**config.mk**
```make
export PLATFORM = sky130hd
export DESIGN_NAME = hex_scroll_ctrl
export DESIGN_NICKNAME = d
export VERILOG_FILES = /design/src/rtl/hex_scroll_ctrl.sv
export SDC_FILE = /design/constraint.sdc
export NUM_CORES = 1
export LEC_CHECK = 0
export ABC_AREA = 1
export BUFFER_PORTS_ARGS = -buffer_cell sky130_fd_sc_hd__buf_2
export CAP_MARGIN = 5
export CELL_PAD_IN_SITES_DETAIL_PLACEMENT = 1
export CELL_PAD_IN_SITES_GLOBAL_PLACEMENT = 1
export CORE_MARGIN = 4
export CORE_UTILIZATION = 46
export CTS_BUF_LIST = sky130_fd_sc_hd__clkbuf_8
export DETAILED_ROUTE_END_ITERATION = 12
export PLACE_DENSITY_LB_ADDON = 0.1
export SYNTH_ARGS = -nofsm -noshare
export SYNTH_HDL_FRONTEND = slang
export SYNTH_SLANG_ARGS = --single-unit
```
**constraint.sdc**
```tcl
create_clock -name clk -period 2.01 [get_ports clk]
set_input_delay 0.1005 -clock clk [delete_from_list [all_inputs] [get_ports clk]]
set_output_delay 0.1005 -clock clk [all_outputs]
set_load 0.01 [all_outputs]
```
**src/rtl/hex_scroll_ctrl.sv**
```systemverilog
// hex_scroll_ctrl: scrolls FIFO-fed hex digits left across six 7-seg digits.
// Optional HEX_SCROLL_BLINK_EN: prescaler runs in IDLE and blinks the display.
module hex_scroll_ctrl #(
  parameter int TICK_DIV   = 25000000,
  parameter int FIFO_DEPTH = 8
) (
  input  logic        clk,
  input  logic        rst_n,
  input  logic        wr_valid,
  output logic        wr_ready,
  input  logic [3:0]  wr_digit,
  input  logic        start,
  input  logic        stop,
  output logic [23:0] disp_digits,
  output logic [5:0]  disp_blank,
  output logic        busy,
  output logic        tick
);

  localparam int CW = $clog2(TICK_DIV);
  localparam int AW = $clog2(FIFO_DEPTH);
  localparam logic [CW-1:0] CMAX = CW'(TICK_DIV - 1);
  localparam logic [AW:0]   FULL = (AW+1)'(FIFO_DEPTH);
  localparam logic [AW:0]   ONE  = (AW+1)'(1);

  typedef enum logic [1:0] {
    IDLE,
    SCROLL,
    DRAIN
  } state_t;

  state_t        state, state_n;
  logic [CW-1:0] cnt, cnt_n;
  logic [2:0]    drain, drain_n;
  logic [3:0]    mem [FIFO_DEPTH];
  logic [AW-1:0] wp, rp;
  logic [AW:0]   count, count_n;
  logic [23:0]   digits_n;
  logic [5:0]    blank, blank_n;
  logic          empty, go, shift, pop, push, run;
`ifdef HEX_SCROLL_BLINK_EN
  logic          phase, phase_n;
`endif

  always_comb begin
    empty    = (count == '0);
    go       = (state == IDLE) && start && !empty && !stop;
    shift    = (state != IDLE) && tick && !stop;
    pop      = shift && !empty;
    push     = wr_valid && wr_ready && !stop;
    state_n  = state;
    drain_n  = drain;
    digits_n = disp_digits;
    blank_n  = blank;
    if (shift) begin
      digits_n = {disp_digits[19:0], pop ? mem[rp] : 4'h0};
      blank_n  = {blank[4:0], !pop};
    end
    if (stop) begin
      state_n = IDLE;
      drain_n = '0;
    end else begin
      unique case (state)
        IDLE: if (go) state_n = SCROLL;
        SCROLL: begin
          if (shift && !pop) begin
            state_n = DRAIN;
            drain_n = 3'd1;
          end
        end
        DRAIN: begin
          if (pop) begin
            state_n = SCROLL;
            drain_n = '0;
          end else if (shift) begin
            // sixth blank shifted in: display fully blank
            if (drain == 3'd5) begin
              state_n = IDLE;
              drain_n = '0;
            end else begin
              drain_n = drain + 3'd1;
            end
          end
        end
        default: state_n = IDLE;
      endcase
    end
    count_n = count;
    if (stop) count_n = '0;
    else if (push && !pop) count_n = count + ONE;
    else if (pop && !push) count_n = count - ONE;
`ifdef HEX_SCROLL_BLINK_EN
    run = 1'b1;
    phase_n = phase;
    if (go) phase_n = 1'b0;
    else if (!stop && state == IDLE && tick) phase_n = !phase;
`else
    run = (state_n != IDLE);
`endif
    if (stop || go || !run || tick) cnt_n = '0;
    else cnt_n = cnt + CW'(1);
  end

  always_ff @(posedge clk) begin
    if (push) mem[wp] <= wr_digit;
  end

  always_ff @(posedge clk or negedge rst_n) begin
    if (!rst_n) begin
      state       <= IDLE;
      cnt         <= '0;
      tick        <= 1'b0;
      drain       <= '0;
      wp          <= '0;
      rp          <= '0;
      count       <= '0;
      wr_ready    <= 1'b1;
      busy        <= 1'b0;
      disp_digits <= '0;
      blank       <= '1;
`ifdef HEX_SCROLL_BLINK_EN
      phase       <= 1'b0;
      disp_blank  <= '1;
`endif
    end else begin
      state       <= state_n;
      cnt         <= cnt_n;
      tick        <= (cnt_n == CMAX);
      drain       <= drain_n;
      count       <= count_n;
      wr_ready    <= (count_n != FULL);
      busy        <= (state_n != IDLE);
      disp_digits <= digits_n;
      blank       <= blank_n;
      if (stop) begin
        wp <= '0;
        rp <= '0;
      end else begin
        if (push) wp <= wp + AW'(1);
        if (pop)  rp <= rp + AW'(1);
      end
`ifdef HEX_SCROLL_BLINK_EN
      phase       <= phase_n;
      disp_blank  <= blank_n | {6{phase_n}};
`endif
    end
  end

`ifndef HEX_SCROLL_BLINK_EN
  assign disp_blank = blank;
`endif

endmodule

```
# ---- Yosys cells after proc, flatten, opt, wreduce, memory -nomap -nowiden
# Memories as Yosys holds them, arrays and structs flattened.
# Cells that the tools add are included.
dict set report totals {
  register_bits 73
  mem_bits_rw 32
  input_bits 9
  output_inout_bits 33
  wordCells 76
  memories 1
}
dict set report classes {
  addsub 6
  n_eq_ne 7
  mux 24
  reduce_logical 27
}
# name words word_bits read_ports rd_ports_with_merged_regs wr line_no
set memory_table {}
lappend memory_table {mem 8 4 1 0 1 35} ;# logic [3:0] mem [FIFO_DEPTH];
# op count
set ops {}
lappend ops {{3-bit two-way mux} 9}
lappend ops {{25-bit by 1-bit adder with 25-bit output (second input constant)} 1}
lappend ops {{25-bit equality test (second input constant)} 1}
lappend ops {{25-bit two-way mux} 1}
lappend ops {{4-bit two-way mux} 4}
lappend ops {{2-bit two-way mux} 6}
lappend ops {{1-bit logical AND} 11}
lappend ops {{3-bit by 1-bit adder with 3-bit output (second input constant)} 3}
lappend ops {{4-bit inequality test (second input constant)} 2}
lappend ops {{2-bit nonzero test} 4}
lappend ops {{2-bit case mux with 3 select lines} 1}
lappend ops {{3-bit case mux with 2 select lines} 1}
lappend ops {{1-bit zero test} 5}
lappend ops {{4-bit by 1-bit adder with 4-bit output (second input constant)} 1}
lappend ops {{4-bit zero test} 1}
lappend ops {{4-bit by 1-bit subtractor with 4-bit output (second input constant)} 1}
lappend ops {{3-bit equality test (second input constant)} 1}
lappend ops {{1-bit logical OR} 3}
lappend ops {{3-bit inequality test (second input constant)} 1}
lappend ops {{3-bit AND reduction} 1}
lappend ops {{3-bit nonzero test} 1}
lappend ops {{2-bit by 1-bit equality test with 1-bit output (second input constant)} 1}
lappend ops {{2-bit equality test (second input constant)} 1}
lappend ops {{2-bit zero test} 1}
lappend ops {{1-bit two-way mux} 2}

# ---- Logic depth before layout (Yosys ltp)
dict set report logic_depth {
  ltp_word 15
  depth_mapped 13
  ltp_nobuf 13
}

# ---- Worst setup path after synthesis
# Ideal clock, no wire load.
dict set report synth_path {
  kind {register to register}
  start {register cnt[0]}
  end {register tick}
  arrival_time_ns 1.678
  path_slack_ns 0.261
  path_stages_with_launch 12
  synth_period_minus_slack_ns 1.749
  cell_sequence {dfrtp_1 > ha_1 > nand2_1 > nor2_2 > nand3_2 > nor2_1 > nand3b_1 > nand2_1 > nand4_1 > nor2_1 > nand3_1 > nor2_1}
}
dict set report synth_via {
  elab_chain_len 3
}
# element line_no
set synth_rtl {}
lappend synth_rtl {{from (decl)} 33} ;# logic [CW-1:0] cnt, cnt_n;
lappend synth_rtl {{from (signal assigned)} 127} ;# cnt <= cnt_n;
lappend synth_rtl {{25-bit by 1-bit adder with 25-bit output} 101} ;# else cnt_n = cnt + CW'(1);
lappend synth_rtl {{25-bit two-way mux} 100} ;# if (stop || go || !run || tick) cnt_n = '0;
lappend synth_rtl {{25-bit equality test} 128} ;# tick <= (cnt_n == CMAX);
lappend synth_rtl {{to (signal assigned)} 128}
lappend synth_rtl {{to (decl)} 17} ;# output logic tick
# No other way between the ends.
# A chain may end at the register's enable or synchronous reset.

# ---- Worst setup path in the final report
dict set report layout_path {
  start {register cnt[1]}
  end {register tick}
}
# The elaborated chain is that of the path after synthesis.

==> run summary <==
In this run the horizontal extent of the chip is 111 microns. The worst path needs 1860 ps of the cycle, external delays included. For the worst setup path, the data required time is 2300 ps.

The H-tree depth reported by CTS came out at 3. The number of global-route vias before repair came out at ~4000. The die height came out at roughly 110 microns. Each instance of the synthesized netlist takes up on average 9.00 sq um. After synthesis, the cell types taking the most area are sky130_fd_sc_hd__dfrtp_1 (34%), sky130_fd_sc_hd__edfxtp_1 (20%), sky130_fd_sc_hd__nand2_1 (11%). The sink count of the clock tree is 105.

The DRC marker count from the first detailed-route iteration came out at 262. The post-layout instance area is 5550 sq um. The placed instance area came out at roughly 5300 sq um. For this design the total switching power over the nets is 0.882 mW. The share of total power dissipated in sequential elements is 0.623. For the pin with the worst max-slew slack, the measured transition is 490 ps. The standard cell core area is 10300 sq um. STA classifies the critical path startpoint as a flop. For this configuration, the core starts out at a cell density of 0.471. Counting every instance in the synthesized netlist gives roughly 540. IR analysis of the VDD net gives a maximum drop of 0.000441 V. The fraction of post-synthesis cell area in the top cell type by area came out at 0.341. The die area came out at 12200 sq um. The routed wire length per instance is 16.3 microns. Across every metal layer, demand over resource in global routing totals 0.205.

CTS placed an instance of sky130_fd_sc_hd__clkbuf_8 at the clock tree root. The count of max-cap constraint violations is 0. Summed over all nets, the half-perimeter wirelength after detailed placement is 8960 microns. The port buffer count is 41.

The maximum number of pins on one net before global-route repair came out at between 40 and 50. The cell-internal power came out at 2.74 mW. Clock-pin slew was measured on the worst setup and hold paths at 90 ps. The initial antenna violation count is 0. Yosys mapped the design onto 34 distinct sky130hd cell types. The number of inserted diodes is 0. The most used flip-flop cell after synthesis is sky130_fd_sc_hd__dfrtp_1. 42 I/O pins were placed. STA classifies the critical path endpoint as a flop. The routed layout has 3825 vias. Of the total power, the clock network draws 0.314. For this run, the detailed router's first-pass iteration total came to 4. The power per standard cell area is 653 nW/um^2.

The leakage power figure came out at around 2.5 nW. TritonCTS built the clock tree. The final RePlAce weighted congestion came out at roughly 0.83. The number of warnings printed during yosys synthesis came out at 0. The utilization after layout came out at 0.540. The cell type with the largest total area after synthesis is sky130_fd_sc_hd__dfrtp_1. The maximum clock frequency is 536 MHz. The flip-flop and latch count after synthesis is 105. Setup violations remaining at the end of the flow were counted as 0. The arrival time of data at the critical path endpoint is 2160 ps. On the final layout, the worst clock skew is ~12 ps. Summed over all layers, the routed wires come to 12000 microns. The vias per cell came out at ~5.2. The worst slew margin relative to its limit came out at 0.673. The remaining routing DRC violations is 0. The net count of the finished layout is ~610. In this run the cell area of the synthesized design comes to 4840 sq um. The path type of the worst min-delay path is input port to flop.

The first global-routing pass estimated a little over 20000 microns of wire. The run finished with clean final reports. Summed over all layers, the global routing overflow is 0. The maximum count of clock buffers along a single path came out at 2. The share of flip-flops with an asynchronous set or reset after synthesis is 0.695.

The detail route stage leaves a number of antenna-violating nets equal to 0. The final-report hold violation count is 0. The number of buffers inserted during clock tree synthesis came out at 9. The final clock period utilization by the worst path came out at 0.928. The proportion of layout cells with a drive suffix above 1 came out at 0.172. The number of flops mapped to enable cells by yosys came out at 32. The max-slew violation count is 0. Hold is met by about 35 ps. At the later pin of the worst-skew pair, clock insertion delay measures 360 ps.

The total negative slack for setup checks is 0 ps. For this run, the register share of the synthesized area comes to 0.578. The floorplan row count came out at 37. The start-to-end type of the worst setup path is flop to flop. The share of total power dissipated in combinational logic is 0.063. Of all nets on the critical path, the largest fanout is 5. The switching part of the total is 0.244. The post-synthesis to final-layout area growth is 14.6%. Synthesis produced a netlist with a net count of around 550.
==> cells in the mapped netlist (all sizes together), types with 3 or more instances <==
cell / count
xor2: 9
o21ai: 30
a21oi: 7
nor2: 96
inv: 52
dfrtp: 66
nand2: 150
edfxtp: 32
o221ai: 8
a32o: 3
ha: 5
clkbuf: 8
xnor2: 10
nor3: 6
dfstp: 7
nand3: 23
nand4: 13
buf: 3
==> layout by cell type (no fill, tap or decap), types with 5 or more instances in the layout <==
cell                       instances
sky130_fd_sc_hd__nand3_1          21
sky130_fd_sc_hd__inv_1            49
sky130_fd_sc_hd__nand2_1         143
sky130_fd_sc_hd__o221ai_1          8
sky130_fd_sc_hd__edfxtp_1         32
sky130_fd_sc_hd__clkbuf_8          9
sky130_fd_sc_hd__nand4_1          13
sky130_fd_sc_hd__a21oi_1           7
sky130_fd_sc_hd__dfrtp_1          65
sky130_fd_sc_hd__xor2_1            7
sky130_fd_sc_hd__o21ai_0          30
sky130_fd_sc_hd__xnor2_1          10
sky130_fd_sc_hd__buf_2            40
sky130_fd_sc_hd__nor2_1           87
sky130_fd_sc_hd__nor2_2            5
sky130_fd_sc_hd__dfstp_2           7
sky130_fd_sc_hd__buf_4            14
==> final cells by class <==
| class | count | area, sq um |
|---|---|---|
| Inverter | 52 | 198 |
| Sequential cell | 105 | 2800 |
| Fill cell | 1225 | 4730 |
| Timing Repair Buffer | 57 | 355 |
| Tap cell | 136 | 170 |
| Clock buffer | 9 | 124 |
| Clock inverter | 7 | 37.5 |
| Multi-Input combinational cell | 370 | 1870 |
==> state kept, by name, indices dropped and copies added, names as in the netlist, 3 cells and up <==
signal / count
count: 4
drain: 3
disp_digits: 24
cnt: 25
disp_blank: 6
mem: 32
wp: 3
rp: 3
==> power by group through the flow <==
stage	sequential [mW]	clock [mW]	combinational, mW
after global routing	2.26	1.27	0.259
after CTS	2.26	1.17	0.222
after detailed placement	2.30	0	0.219
final	2.26	1.14	0.227
after global placement	2.30	0	0.208
after floorplan	2.30	0	0.116
==> timing repair <==
action | 4_1_cts | 5_1_grt
buffers inserted | 0 | 2
hold endpoints to repair | 26 | 0
setup endpoints to repair | 0 | 17
hold buffers | 1 | 0
gates resized for setup | 0 | 18
==> cell families (layout without fill, tap and decap cells) <==
group                      after synthesis  after routing  share of synthesized area
adders and majority gates                5              5                     0.0129
xor gates and xnor gates                19             19                     0.0344
buffers and inverters                   63            125                     0.0520
DFF                                    105            105                      0.578
AOI/OAI and AO/OA                       53             53                     0.0662
and+or+nand+nor                        293            293                      0.257
==> per-layer routing <==
| layer | global-route usage | up-vias | routed length [microns] |
|---|---|---|---|
| li1 | - | 1858 | - |
| met1 | 0.295 | 1893 | 5740 |
| met2 | 0.319 | 68 | 5650 |
| met3 | 0.0340 | 6 | 530 |
| met4 | 0.0673 | 0 | 93 |
| met5 | 0 | - | 0 |
==> per-stage QoR <==
step           total power, mW  setup slack, ps  instances
2_1_floorplan             2.41              261        538
3_5_place_dp              2.52             44.6        717
5_1_grt                   3.79            -59.5        736
6_report                  3.62              145        736
4_1_cts                   3.64             21.4        734
3_3_place_gp              2.51              161        717
==> critical path, cell delays in order (launching register included) <==
cell and delay [ps]:
sky130_fd_sc_hd__dfrtp_1 370, sky130_fd_sc_hd__ha_2 180, sky130_fd_sc_hd__nand2_1 80, sky130_fd_sc_hd__nor2_4 210
sky130_fd_sc_hd__nand2_1 110, sky130_fd_sc_hd__nor2_2 180, sky130_fd_sc_hd__xnor2_1 160, sky130_fd_sc_hd__nand4_1 120
sky130_fd_sc_hd__nor2_1 160, sky130_fd_sc_hd__nand4_1 130, sky130_fd_sc_hd__nor2_1 120
==> final timing paths <==
kind	from	to	slack, ps	cells past startpoint
setup reg to reg	cnt[1]$_DFF_PN0_	tick$_DFF_PN0_	150	10
hold / removal	wr_digit[2]	mem[4][2]$_DFFE_PP_	40	1
max in group asynchronous	rst_n	wr_ready$_DFF_PN1_	1110	3
setup / recovery	cnt[1]$_DFF_PN0_	tick$_DFF_PN0_	150	10
hold reg to reg	disp_digits[21]$_DFFE_PN0P_	disp_digits[21]$_DFFE_PN0P_	480	2
min in group asynchronous	rst_n	disp_digits[5]$_DFFE_PN0P_	240	2
Note: power is estimated with default switching activity, not from simulation.
